### src/rtl/tt_sweep_ctrl.sv
`default_nettype none
// ============================================================================
// Module   : tt_sweep_ctrl
// Brief    : Drives a 4-input combinational netlist through all 16 input
//            vectors, holds each vector for a programmable settle time,
//            captures the output into a truth-table word and compares it
//            against a latched expected truth table.
// Revision : 1.0 - initial release
// ============================================================================
module tt_sweep_ctrl #(
  parameter int SETTLE_CYCLES = 2
) (
  input  logic        clk,
  input  logic        rst,
  input  logic        i_start,
  input  logic        i_abort,
  input  logic [15:0] i_expected_tt,
  input  logic        i_dut_out,
  output logic [3:0]  o_dut_in,
  output logic        o_busy,
  output logic        o_done,
  output logic [15:0] o_tt_captured,
  output logic        o_match,
  output logic [4:0]  o_mismatch_count,
  output logic [3:0]  o_first_fail_idx
);

  localparam logic [1:0] c_IDLE = 2'd0;
  localparam logic [1:0] c_RUN  = 2'd1;
  localparam logic [1:0] c_DONE = 2'd2;

  localparam logic [7:0] c_SETTLE = 8'(SETTLE_CYCLES);
  localparam logic [3:0] c_LAST_IDX = 4'd15;

  logic [1:0]  r_state;
  logic [1:0]  w_next_state;
  logic [15:0] r_expected;
  logic [3:0]  r_idx;
  logic [7:0]  r_cnt;
  logic [15:0] r_tt;
  logic [4:0]  r_mm_cnt;
  logic [3:0]  r_first_fail;
  logic        r_match;

  logic        w_sample;
  logic        w_miss;
  logic [4:0]  w_mm_next;

  // The current vector is sampled once its settle counter has run out.
  assign w_sample  = (r_cnt == 8'd0);
  assign w_miss    = i_dut_out ^ r_expected[r_idx];
  assign w_mm_next = r_mm_cnt + {4'd0, w_miss};

  // State register.
  always_ff @(posedge clk or posedge rst) begin
    if (rst) begin
      r_state <= c_IDLE;
    end else begin
      r_state <= w_next_state;
    end
  end

  // Next-state decode; abort wins over the final sample of a sweep.
  always_comb begin
    w_next_state = r_state;
    case (r_state)
      c_IDLE: begin
        if (i_start) begin
          w_next_state = c_RUN;
        end
      end
      c_RUN: begin
        if (i_abort) begin
          w_next_state = c_IDLE;
        end else if (w_sample && (r_idx == c_LAST_IDX)) begin
          w_next_state = c_DONE;
        end
      end
      c_DONE: begin
        w_next_state = c_IDLE;
      end
      default: begin
        w_next_state = c_IDLE;
      end
    endcase
  end

  // Outputs decoded purely from registered state; dut_in parks at 0 off-sweep.
  always_comb begin
    o_busy   = (r_state == c_RUN);
    o_done   = (r_state == c_DONE);
    o_dut_in = (r_state == c_RUN) ? r_idx : 4'd0;
  end

  // Sweep datapath: settle countdown, capture, compare and result tracking.
  always_ff @(posedge clk or posedge rst) begin
    if (rst) begin
      r_expected   <= 16'd0;
      r_idx        <= 4'd0;
      r_cnt        <= 8'd0;
      r_tt         <= 16'd0;
      r_mm_cnt     <= 5'd0;
      r_first_fail <= 4'd0;
      r_match      <= 1'b0;
    end else begin
      case (r_state)
        c_IDLE: begin
          if (i_start) begin
            r_expected   <= i_expected_tt;
            r_idx        <= 4'd0;
            r_cnt        <= c_SETTLE;
            r_tt         <= 16'd0;
            r_mm_cnt     <= 5'd0;
            r_first_fail <= 4'd0;
            r_match      <= 1'b0;
          end
        end
        c_RUN: begin
          if (!i_abort) begin
            if (!w_sample) begin
              r_cnt <= r_cnt - 8'd1;
            end else begin
              r_tt[r_idx] <= i_dut_out;
              r_mm_cnt    <= w_mm_next;
              // Only the first miss of a sweep records its index.
              if (w_miss && (r_mm_cnt == 5'd0)) begin
                r_first_fail <= r_idx;
              end
              if (r_idx == c_LAST_IDX) begin
                r_match <= (w_mm_next == 5'd0);
              end else begin
                r_idx <= r_idx + 4'd1;
                r_cnt <= c_SETTLE;
              end
            end
          end
        end
        default: begin
        end
      endcase
    end
  end

  assign o_tt_captured    = r_tt;
  assign o_match          = r_match;
  assign o_mismatch_count = r_mm_cnt;
  assign o_first_fail_idx = r_first_fail;

endmodule
`default_nettype wire

### config.mk
export PLATFORM = sky130hd
export DESIGN_NAME = tt_sweep_ctrl
export DESIGN_NICKNAME = d
export VERILOG_FILES = /design/src/rtl/tt_sweep_ctrl.sv
export SDC_FILE = /design/constraint.sdc
export NUM_CORES = 1
export LEC_CHECK = 0
export ABC_CLOCK_PERIOD_IN_PS = 3300
export BUFFER_PORTS_ARGS = -buffer_cell sky130_fd_sc_hd__buf_2
export CORE_MARGIN = 2
export CORE_UTILIZATION = 58
export CTS_BUF_LIST = sky130_fd_sc_hd__clkbuf_8
export DETAILED_ROUTE_END_ITERATION = 8
export PLACE_DENSITY = 0.82
export SLEW_MARGIN = 20
export SYNTH_ARGS = -nofsm -noshare
export SYNTH_HDL_FRONTEND = slang
export SYNTH_SLANG_ARGS = --single-unit
### constraint.sdc
create_clock -name clk -period 3.3 [get_ports clk]
set_input_delay 0.165 -clock clk [delete_from_list [all_inputs] [get_ports clk]]
set_output_delay 0.165 -clock clk [all_outputs]
set_load 0.01 [all_outputs]
### Word-level counts from Yosys, hierarchy flattened

Index checks and enable logic that the tools add are counted.

| storage, ports and cells | value |
|---|---|
| bits in registers | 56 |
| input bits | 21 |
| output and inout port bits | 32 |
| logic and storage cells | 77 |

| operators by class | value |
|---|---|
| $add $sub $neg | 3 |
| $lt $le $gt $ge | 2 |
| equality and inequality tests | 11 |
| multiplexer cells | 37 |
| bitwise gates (word level) | 1 |
| reduce and logical (&&, ||, !) cells | 15 |

Operators with widths:

| operator | count |
|---|---|
| 2-to-1 mux 16 bit | 3 |
| 2-to-1 mux 4 bit | 8 |
| 2-to-1 mux 8 bit | 4 |
| one-hot mux 16 bit (2 select lines) | 1 |
| bitwise mux 16 bit | 1 |
| one-hot mux 4 bit (2 select lines) | 2 |
| one-hot mux 8 bit (2 select lines) | 1 |
| 2-to-1 mux 5 bit | 3 |
| AND reduction 5 bit | 3 |
| logical NOT 5 bit | 2 |
| one-hot mux 5 bit (2 select lines) | 1 |
| logical NOT 8 bit | 1 |
| AND reduction 4 bit | 2 |
| subtractor 8 x 1 -> 8 bit (second input constant) | 1 |
| 2-to-1 mux 1 bit | 6 |
| 2-to-1 mux 2 bit | 3 |
| != test 2 x 1 -> 1 bit (second input constant) | 3 |
| != test 2 bit (second input constant) | 3 |
| adder 5 x 1 -> 5 bit | 1 |
| < comparator 4 x 5 -> 1 bit (second input constant) | 1 |
| adder 4 x 1 -> 4 bit (second input constant) | 1 |
| binary-select mux 1 bit (select 4 bit) | 1 |
| demux 1 bit (select 4 bit) | 1 |
| equality test 4 bit (second input constant) | 1 |
| 12 further kinds | 15 |

### Depth between registers and ports, before layout

| logic depth | value |
|---|---|
| word-level depth | 9 |
| mapped depth | 11 |
| depth with buffers taken out | 10 |

### Worst setup path after synthesis

OpenSTA, ideal clock, no wires.

| path | value |
|---|---|
| path kind | register -> register |
| from | register r_idx[0] |
| to | register r_match (netlist: o_match) |
| arrival | 2.653 ns |
| slack | 0.571 ns |
| stages on the path, launching flop included | 12 |
| buffers on the path | 1 |
| clock period less this slack | 2.729 ns |
| cell sequence | dfrtp_1 buf_6 mux4_2 a22oi_2 nand3_2 xnor2_1 ha_1 ha_1 nor4_1 a31oi_1 or4_1 o21ai_1 |

| between the ends | value |
|---|---|
| cells in the longest elaborated chain, start to end | 9 |

Ends and longest elaborated chain:

| item | line | RTL |
|---|---|---|
| from (decl) | 38 | `logic [3:0] r_idx;` |
| from (signal assigned) | 132 | `r_idx <= r_idx + 4'd1;` |
| binary-select mux 1 bit (select 4 bit) | 51 | `assign w_miss = i_dut_out ^ r_expected[r_idx];` |
| 2-to-1 mux 1 bit (not written as such) | 51 |  |
| bitwise XOR 1 bit | 51 |  |
| adder 5 x 1 -> 5 bit | 52 | `assign w_mm_next = r_mm_cnt + {4'd0, w_miss};` |
| logical NOT 5 bit | 130 | `r_match <= (w_mm_next == 5'd0);` |
| 2-to-1 mux 1 bit | 129 | `if (r_idx == c_LAST_IDX) begin` |
| 2-to-1 mux 1 bit | 120 | `if (!w_sample) begin` |
| 2-to-1 mux 1 bit | 119 | `if (!i_abort) begin` |
| one-hot mux 1 bit (2 select lines) | 106 | `case (r_state)` |
| to (signal assigned) | 130 |  |
| to (decl) | 43 | `logic r_match;` |

Parallel ways exist; a longest one is shown, timed or not. The select of a mux whose other input is x is not followed.
A chain may end at the register's enable or synchronous reset.

### Final worst setup path

Same ends and word-level chain as after synthesis.

==> impl_results.md <==
* CTS resizes at 0
* Crit-path max FO at 9
* Min-Delay Path Class: in2reg
* Worst path slowest cell: dfrtp_1
* Ys flop type: dfrtp_1
* Share of layout cells above drive strength 1 at 0.218
* Pre-Repair DR Iteration Count at 5
* CP most frequent cell: ha_1
* Total global routing overflow at 0
* CP startpoint kind: flop
* Crit path kind: reg2reg
* Mapped Nets at ~340
* Die Height at ~76 µm
* Vias per cell at 5.74
* Setup TNS at 0 ns
* Static leakage at 1.70 nW
* Final min period at 3.03 ns
* Die area at 0.00571 mm²
* CTS Hold Bufs at 1
* Synth async-reset ratio at 1.00
* Pwr dens at 604 mW/mm²
* CTS Root Buffer Type: clkbuf_8
* CTS Buf Count at 5
* EDFF count, synth at 0
* CTS tree: yes
* Arr. time, crit path at approximately 3.3 ns
* Synth Instances at 314
* Diodes inserted at 0
* Synth top area share at 0.471
* Clk slew on worst S/H paths at approximately 0.1 ns
* NumNets Final at between 300 and 400
* Number of port buffers at 52
* Mapped Avg Cell Area at approximately 9.5 µm²
* # clock sinks at between 50 and 60
* Yosys top cell by area: dfrtp_1
* Critical path capture point type: flop
* F_max at 330 MHz
* Post-route ant nets at 0
* Die span in x at about 76 µm
* # rows at 26
* First-pass GRT wire length at 10,600 µm
* Routed WL at 6440 µm
* Avg WL per Cell at 14.9 µm
* Top-count cell post-synth: nand2_1
* Synth area leaders: dfrtp_1, nand2_1, o21ai_1
* H-tree depth at 2
* Fin. Hold Viols at 0
* Final Max Slew Viols at 0
* GP Congestion at between 0.8 and 0.9
* Clock buffer depth at 2
* Worst Path Required at 3.54 ns
* Final HPWL DP at 4730 µm
* Max_slew headroom at 0.478
* Clk Latency, worst-skew pair at a little over 0.3 ns
* CP max stage delay at 0.57 ns
* Tightest Pin Transition at roughly 0.78 ns
* Vias at 2,478
* Crit-path cells: mux4_2 > a22oi_2 > nand3_2 > xnor2_1 > ha_1 > ha_1 > nor4_1 > a31oi_1 > or4_1 > o21ai_1
* Initial antenna violation count at 0
* Initial Util at 0.593
* Post-route DRC at 0
* Clock skew at 0.00879 ns
* Number of DRC markers in iteration 0 at 256
* Unrepaired setup endpoints after global routing: no
* VDD IR max at 0.000266 V
* Largest net degree at the start of global routing at 31
* YS warnings at 0
* Synth cell types at 53
* Seq/Total Area, Yosys at 0.471
* # Post-CTS Setup Buffers at 0
* Gr usage total at 0.243
* Hold Slack at 0.0286 ns
* Area Growth Syn to Fin at 11.7%
* Syn Std Cell Area at 0.00297 mm²
* # Max-Cap Violations at 0
* Post-synth top cells: nand2_1, dfrtp_1, o21ai_1
* Synthesis-stage register bit count at 56
* Final setup vio count at 0
* Vias in the first global route at between 2k and 2.5k
* Core area at 0.00501 mm²
* Status: completed
* Tcrit/Tclk final at 0.918
* Pwr Total at 2.01 mW
* IO Count at 53
[flip-flops by register name, summed over array words and instances (netlist names)]
name and cells:
r_cnt 8, r_idx 4, o_mismatch_count 5, o_first_fail_idx 4, r_state 2, r_expected 16, o_tt_captured 16, o_match 1
[power by group]
part / internal (mW) / switching, mW / total, mW
clock network: 0.151 / 0.235 / 0.386
logic: 0.293 / 0.404 / 0.697
registers: 0.796 / 0.126 / 0.922
total: 1.24 / 0.765 / 2.01
[worst max-delay path, delay by kind of cell, from the launching register on]
kind	cells	cell delay, ns
muxes	1	0.56
AOI/OAI and AO/OA	3	0.37
and+or+nand+nor	3	0.82
adders and majority gates	2	0.48
xor gates and xnor gates	1	0.16
DFF	1	0.57
[cell type report]
| cell class | instances | area (µm²) |
|---|---|---|
| clock buffer | 5 | 68.8 |
| clock inverter | 3 | 21.3 |
| fill | 421 | 1690 |
| inverter | 11 | 41.3 |
| multi-input combinational | 232 | 1420 |
| sequential | 56 | 1400 |
| tap | 70 | 87.6 |
| timing repair buffer | 55 | 285 |
[logic make-up after synthesis]
family | synth area share
AOI/OAI and AO/OA | 0.140
and+or+nand+nor | 0.228
xor gates and xnor gates | 0.0206
DFF | 0.471
buffers and inverters | 0.0522
adders and majority gates | 0.0337
muxes | 0.0539
[metal layers]
metal / part of all wire / GRT usage
met3: 0.052 / 0.0291
met5: 0 / 0
met1: 0.47 / 0.360
met4: 0.018 / 0.0780
met2: 0.46 / 0.374
[per-stage QoR]
stage,cells,cell area (µm²),worst slack [ns],utilization
2_1_floorplan,314,2970,0.571,-
3_5_place_dp,423,3220,0.297,0.643
5_1_grt,432,3320,0.0699,0.663
3_3_place_gp,423,3220,0.399,0.643
6_report,432,3320,0.271,0.663
4_1_cts,432,3320,0.264,0.663
[worst paths after layout]
check / startpoint / end / slack (ns) / depth (start not counted)
setup / recovery: r_idx[0] / o_match / 0.27 / 10
hold / removal: i_abort / r_state[1] / 0.03 / 2
setup reg to reg: r_idx[0] / o_match / 0.27 / 10
hold reg to reg: r_expected[6] / r_expected[6] / 0.49 / 2
max in group asynchronous: rst / r_expected[0] / 2.06 / 4
min in group asynchronous: rst / r_state[1] / 0.47 / 3
[cell usage in the layout, fill, tap and decap left out, types with 3 or more instances in the layout]
cell type,netlist,routed
nand4_1,7,7
nand2_1,71,71
ha_1,8,8
a21oi_1,13,13
nand3_1,11,11
inv_1,10,9
o21ai_1,37,37
a31oi_1,7,7
and2_1,3,3
nor2_1,16,16
mux2i_1,4,4
dfrtp_1,56,56
nand2b_1,6,6
xnor2_1,3,3
clkbuf_8,4,5
nor4_1,4,4
xor2_1,4,4
buf_2,0,52
nor3_1,3,3
No activity file was read; power rests on OpenSTA's default activity.
